**src/rtl/aes_pkg.sv**
```systemverilog
// Shared definitions for the AES-128 round sequencer: FSM states,
// default round/timeout settings and the round-index width.
package aes_pkg;

   // Width of the round index carried to the key-expansion unit.
   localparam int RCON_W = 4;

   // AES-128 uses ten rounds after the initial key addition.
   localparam int NR_DEFAULT = 10;

   // WAIT cycles tolerated without a round key before giving up.
   localparam int KEY_TMO_DEFAULT = 3;

   typedef enum logic [2:0] {
      IDLE = 3'd0,
      KEY  = 3'd1,
      WAIT = 3'd2,
      DONE = 3'd3,
      ERR  = 3'd4
   } seq_state_t;

endpackage

```
**src/rtl/aes128_round_sequencer_if.sv**
```systemverilog
// Handshake bundle between a request source, the round sequencer, the
// key-expansion unit, the round datapath and the ciphertext consumer.
interface aes128_round_sequencer_if;
   import aes_pkg::*;

   logic              in_valid;
   logic              in_ready;
   logic              abort;
   logic              kg_en;
   logic [RCON_W-1:0] kg_round;
   logic              kg_key_valid;
   logic              rd_load;
   logic              rd_en;
   logic              rd_final;
   logic              out_valid;
   logic              out_ready;
   logic              err;

   // Environment side: issues requests, returns keys, consumes results.
   modport master (
      output in_valid, abort, kg_key_valid, out_ready,
      input  in_ready, kg_en, kg_round, rd_load, rd_en, rd_final, out_valid, err
   );

   // Sequencer side.
   modport slave (
      input  in_valid, abort, kg_key_valid, out_ready,
      output in_ready, kg_en, kg_round, rd_load, rd_en, rd_final, out_valid, err
   );

endinterface

```
**src/rtl/aes128_round_sequencer.sv**
```systemverilog
// Control sequencer for an iterative AES-128 core. For every round it asks
// the key-expansion unit for the round key, waits for it, then strobes the
// round datapath. A missing key for too long raises a sticky error; abort
// and reset return the sequencer to IDLE from anywhere.
module aes128_round_sequencer
   import aes_pkg::*;
#(
   parameter int NR      = NR_DEFAULT,
   parameter int KEY_TMO = KEY_TMO_DEFAULT
)(
   input  logic                    clk,
   input  logic                    rst,
   aes128_round_sequencer_if.slave bus
);

   localparam logic [RCON_W-1:0] LAST_ROUND = RCON_W'(NR);
   localparam logic [RCON_W-1:0] TMO_LIMIT  = RCON_W'(KEY_TMO);
   localparam logic [RCON_W-1:0] ONE        = RCON_W'(1);

   seq_state_t        state;
   logic [RCON_W-1:0] round;
   logic [RCON_W-1:0] tmo_cnt;
   logic              err_q;

   // State, round counter, key timeout counter and the sticky error flag.
   always_ff @(posedge clk) begin
      if (!rst) begin
         state   <= IDLE;
         round   <= '0;
         tmo_cnt <= '0;
         err_q   <= 1'b0;
      end else if (bus.abort && state != IDLE) begin
         state <= IDLE;
      end else begin
         case (state)
            IDLE: begin
               if (bus.in_valid && !bus.abort) begin
                  state <= KEY;
                  round <= '0;
                  err_q <= 1'b0;
               end
            end
            KEY: begin
               state   <= WAIT;
               tmo_cnt <= '0;
            end
            WAIT: begin
               if (bus.kg_key_valid) begin
                  if (round == LAST_ROUND) begin
                     state <= DONE;
                  end else begin
                     round <= round + ONE;
                     state <= KEY;
                  end
               end else begin
                  tmo_cnt <= tmo_cnt + ONE;
                  if (tmo_cnt + ONE == TMO_LIMIT) begin
                     state <= ERR;
                     err_q <= 1'b1;
                  end
               end
            end
            DONE: begin
               if (bus.out_ready) begin
                  state <= IDLE;
               end
            end
            ERR: begin
               state <= IDLE;
            end
            default: begin
               state <= IDLE;
            end
         endcase
      end
   end

   // Output decode; strobes are suppressed while abort or reset is active.
   always_comb begin
      bus.in_ready  = 1'b0;
      bus.kg_en     = 1'b0;
      bus.kg_round  = round;
      bus.rd_load   = 1'b0;
      bus.rd_en     = 1'b0;
      bus.rd_final  = 1'b0;
      bus.out_valid = 1'b0;
      bus.err       = err_q;
      if (!rst) begin
         bus.in_ready = 1'b1;
         bus.kg_round = '0;
         bus.err      = 1'b0;
      end else begin
         case (state)
            IDLE: begin
               bus.in_ready = 1'b1;
            end
            KEY: begin
               bus.kg_en = !bus.abort;
            end
            WAIT: begin
               if (bus.kg_key_valid && !bus.abort) begin
                  bus.rd_load  = (round == '0);
                  bus.rd_en    = (round != '0);
                  bus.rd_final = (round == LAST_ROUND);
               end
            end
            DONE: begin
               bus.out_valid = !bus.abort;
            end
            default: begin
               bus.in_ready = 1'b0;
            end
         endcase
      end
   end

endmodule

```
**src/flat_wrapper.sv**
```systemverilog
// flat-port wrapper written by rule: the top's interface ports become plain ports
module aes128_round_sequencer_flat import aes_pkg::*;
#(
   parameter int NR      = NR_DEFAULT,
   parameter int KEY_TMO = KEY_TMO_DEFAULT
)
  (clk, rst, bus_in_valid, bus_abort, bus_kg_key_valid, bus_out_ready, bus_in_ready, bus_kg_en, bus_kg_round, bus_rd_load, bus_rd_en, bus_rd_final, bus_out_valid, bus_err);
  aes128_round_sequencer_if bus_i ();
  input  logic clk;
  input  logic rst;
  input wire logic [$bits(bus_i.in_valid)-1:0] bus_in_valid;
  input wire logic [$bits(bus_i.abort)-1:0] bus_abort;
  input wire logic [$bits(bus_i.kg_key_valid)-1:0] bus_kg_key_valid;
  input wire logic [$bits(bus_i.out_ready)-1:0] bus_out_ready;
  output wire logic [$bits(bus_i.in_ready)-1:0] bus_in_ready;
  output wire logic [$bits(bus_i.kg_en)-1:0] bus_kg_en;
  output wire logic [$bits(bus_i.kg_round)-1:0] bus_kg_round;
  output wire logic [$bits(bus_i.rd_load)-1:0] bus_rd_load;
  output wire logic [$bits(bus_i.rd_en)-1:0] bus_rd_en;
  output wire logic [$bits(bus_i.rd_final)-1:0] bus_rd_final;
  output wire logic [$bits(bus_i.out_valid)-1:0] bus_out_valid;
  output wire logic [$bits(bus_i.err)-1:0] bus_err;
  assign bus_i.in_valid = bus_in_valid;
  assign bus_i.abort = bus_abort;
  assign bus_i.kg_key_valid = bus_kg_key_valid;
  assign bus_i.out_ready = bus_out_ready;
  assign bus_in_ready = bus_i.in_ready;
  assign bus_kg_en = bus_i.kg_en;
  assign bus_kg_round = bus_i.kg_round;
  assign bus_rd_load = bus_i.rd_load;
  assign bus_rd_en = bus_i.rd_en;
  assign bus_rd_final = bus_i.rd_final;
  assign bus_out_valid = bus_i.out_valid;
  assign bus_err = bus_i.err;
  aes128_round_sequencer #(.NR(NR), .KEY_TMO(KEY_TMO)) u_core (.clk(clk), .rst(rst), .bus(bus_i));
endmodule
```
**config.mk**
```make
export PLATFORM = sky130hd
export DESIGN_NAME = aes128_round_sequencer_flat
export DESIGN_NICKNAME = d
export VERILOG_FILES = /design/src/rtl/aes_pkg.sv /design/src/rtl/aes128_round_sequencer_if.sv /design/src/rtl/aes128_round_sequencer.sv /design/src/flat_wrapper.sv
export SDC_FILE = /design/constraint.sdc
export NUM_CORES = 1
export LEC_CHECK = 0
export CAP_MARGIN = 20
export CORE_AREA = 2 2 49 51
export DETAILED_ROUTE_END_ITERATION = 10
export DIE_AREA = 0 0 51 53
export DONT_BUFFER_PORTS = 1
export PLACE_DENSITY = 0.57
export SKIP_LAST_GASP = 1
export SLEW_MARGIN = 5
export SYNTH_ARGS = -nofsm -noshare
export SYNTH_HDL_FRONTEND = slang
export SYNTH_SLANG_ARGS = --single-unit
```
**constraint.sdc**
```tcl
create_clock -name clk -period 3.72 [get_ports clk]
set_clock_uncertainty 0.1 [all_clocks]
set_input_delay 0.744 -clock clk [delete_from_list [all_inputs] [get_ports clk]]
set_output_delay 0.744 -clock clk [all_outputs]
set_load 0.02 [all_outputs]
```
==> run_results.csv <==
group,metric,value,unit
logic_synthesis,seq_area_frac_synth,29.0,%
routing,routed_wl,1600,um
cells_and_area,nets,112,
sta,rsz0062_at_grt,"false",
die,core-area,2150,sq um
sta,setup-violations-final,0,
clock_tree,cts_max_level,1,
critical_path,worst-r2r-setup-slack,1.90,ns
grt,grt_first_pass_wirelength,2900,um
die,rows,17,
flow_run,drv_cap,0,
logic_synthesis,netlist_instances,99,
die,die_x,51,um
critical_path,critPathKind,"flip-flop to primary output",
power,p_sw_share,24.3,%
critical_path,critPathRequiredTime,2.88,ns
routing,drtAntennaViolNets,0,
clock_tree,clock-sinks,12,
hold_path,hold_depth,1,
power,ir_drop,0.177,mV
critical_path,critPathLaunchType,"flip-flop",
clock_tree,cts_tree,"done",
cells_and_area,drive_above_1_share,11.1,%
routing,wl_per_cell,12.6,um
clock_tree,clock_path_buffers,2,
hold_path,worstHoldEndpoint,"u_core.err_q$_SDFFE_PN0P_",
placement,numPlacedInstances,124,
sta,tns,0,ns
logic_synthesis,yosys_warnings,0,
die,ios,17,
placement,dp_slack,1.33,ns
power,power_frac_clock,33.1,%
routing,vias,695,
clock_tree,numCtsBuffers,3,
power,p_seq_share,57.5,%
routing,drtIter0Drc,11,
grt,grt_usage,14.2,%
sta,tightest_slew,0.739,ns
cells_and_area,final_cell_mix,"12 x dfxtp_1, 8 x nor2_1, 7 x inv_1, 7 x nand2_1",
critical_path,r2r-start,"u_core.state[1]$_SDFFE_PP0P_",
placement,gp_congestion,0.712,
power,p_leak,0.321,nW
power,power_density,270,nW/um^2
logic_synthesis,ys_types,42,
cells_and_area,area_growth,4.53,%
grt,grt_pass1_vias,655,
clock_tree,cts_setup_buffers,0,
sta,finalCritPeriodShare,69.4,%
logic_synthesis,synth-seq-cells,12,
placement,io_buffers,0,
sta,final-hold-violation-count,0,
power,p_sw,0.0568,mW
hold_path,min_from,"u_core.err_q$_SDFFE_PN0P_",
clock_tree,clk_pin_slew,0.07,ns
cells_and_area,final_cells,127,
routing,drc,0,
clock_tree,cts_resized,0,
clock_tree,cts_hold_buf,0,
logic_synthesis,syn_area_per_cell,8.37,sq um
clock_tree,worstSkewPairLatency,0.27,ns
critical_path,critPathCaptureType,"primary output",
critical_path,cp.arrival,1.74,ns
grt,grt_max_degree,17,
hold_path,hold_path_class,"flip-flop to flip-flop",
logic_synthesis,synth_area,828,sq um
routing,firstDrtPassIters,4,
cells_and_area,layout_commonest_cell,"dfxtp_1",
sta,fin_crit,2.58,ns
logic_synthesis,syn_nets,110,
die,die_height,53,um
routing,vias_per_cell,5.47,
die,start_util,38.6,%
sta,max_freq,0.388,GHz
grt,grt_remaining_overflow,0,
sta,setup_ws,1.14,ns
grt,antenna_found_initial,0,
critical_path,crit_fanout,12,
critical_path,reg2regPathDepth,4,
critical_path,r2r_end,"u_core.tmo_cnt[2]$_SDFFE_PN0P_",
outcome,status,"completed",
cells_and_area,antenna_cells,0,
sta,slew_headroom,50.3,%
power,power.internal,0.177,mW
sta,slew_violations,0,
power,combPwrFrac,9.3,%
die,die-area,2700,sq um
placement,hpwl,1250,um
clock_tree,root_buffer,"clkbuf_4",
==> state kept, by name, indices dropped and copies added, names as in the netlist <==
name,count
u_core.err_q,1
u_core.round,4
u_core.state,3
u_core.tmo_cnt,4
==> cells in the mapped netlist (all sizes together) <==
library cell / number / area share, %
a21bo: 1 / 1.2
a21boi: 3 / 2.7
a21oi: 4 / 2.4
a31o: 1 / 1.1
a31oi: 1 / 0.76
and2: 5 / 3.8
and3: 2 / 1.5
and4b: 1 / 1.2
buf: 2 / 2.0
clkbuf: 1 / 0.45
dfxtp: 12 / 29
ha: 5 / 7.6
inv: 7 / 3.2
mux2i: 2 / 2.4
nand2: 7 / 3.2
nand2b: 2 / 1.5
nand3: 5 / 3.0
nand3b: 2 / 1.8
nand4: 1 / 0.76
nor2: 9 / 5.0
nor2b: 2 / 1.5
nor3: 2 / 1.8
nor3b: 3 / 4.1
nor4: 2 / 2.3
nor4b: 2 / 2.9
o21ai: 6 / 4.1
o22ai: 1 / 0.76
o2bb2ai: 1 / 1.1
o311ai: 1 / 1.1
o31ai: 1 / 0.91
or3: 2 / 2.1
or4: 1 / 0.91
xnor2: 2 / 2.1
==> power by group through the flow <==
stage	clock (mW)	combinational (mW)	sequential (mW)
detailed placement	0	0.0219	0.137
CTS	0.0814	0.0220	0.134
global route	0.0891	0.0247	0.135
global placement	0	0.0219	0.137
floorplan	0	0.0242	0.134
finish	0.0773	0.0218	0.134
==> cell type report <==
| cell class | count | area, sq um |
|---|---|---|
| flip-flops and latches | 12 | 240 |
| well taps | 28 | 35.0 |
| multi-input cells | 77 | 542 |
| clock buffers | 3 | 22.5 |
| inverters | 7 | 26.3 |
| fillers | 231 | 1280 |
==> critical path, stage by stage, from the launching register on <==
cell      delay, ns
dfxtp_1        0.56
nand2b_1       0.22
inv_1          0.09
nand4_1        0.19
a21oi_1        0.42
==> worst max path at each step <==
stage	from	endpoint	slack, ns	cells after the start
after global routing	u_core.state[1]$_SDFFE_PP0P_	bus_rd_en	0.97	4
after CTS	u_core.state[1]$_SDFFE_PP0P_	bus_rd_en	1.13	4
final	u_core.state[1]$_SDFFE_PP0P_	bus_rd_en	1.14	4
after floorplan	bus_abort	bus_rd_en	1.45	3
after detailed placement	bus_abort	bus_rd_en	1.33	3
after global placement	bus_abort	bus_rd_en	1.35	3
==> cell families after synthesis <==
group | Yosys count | synth area share, %
adders and majority gates | 5 | 7.55
muxes | 2 | 2.42
and+or+nand+nor | 48 | 37.3
DFF | 12 | 29.0
AOI/OAI and AO/OA | 20 | 16.0
xor gates and xnor gates | 2 | 2.12
buffers and inverters | 10 | 5.59
==> layer usage <==
layer	vias to the layer above	track usage, %	routed length, um
li1	356	-	-
met1	317	20.2	857
met5	-	0	0
met2	20	19.7	629
met3	2	3.67	103
met4	0	6.76	8
==> metrics by stage <==
step / total power, mW / hold slack (ns) / area (sq um) / util, %
floorplan: 0.158 / 0.341 / 828 / -
global placement: 0.159 / 0.363 / 843 / 39.3
detailed placement: 0.159 / 0.367 / 843 / 39.3
CTS: 0.238 / 0.392 / 866 / 40.3
global route: 0.249 / 0.452 / 866 / 40.3
finish: 0.233 / 0.390 / 866 / 40.3
No activity file was read; power rests on OpenSTA's default activity.
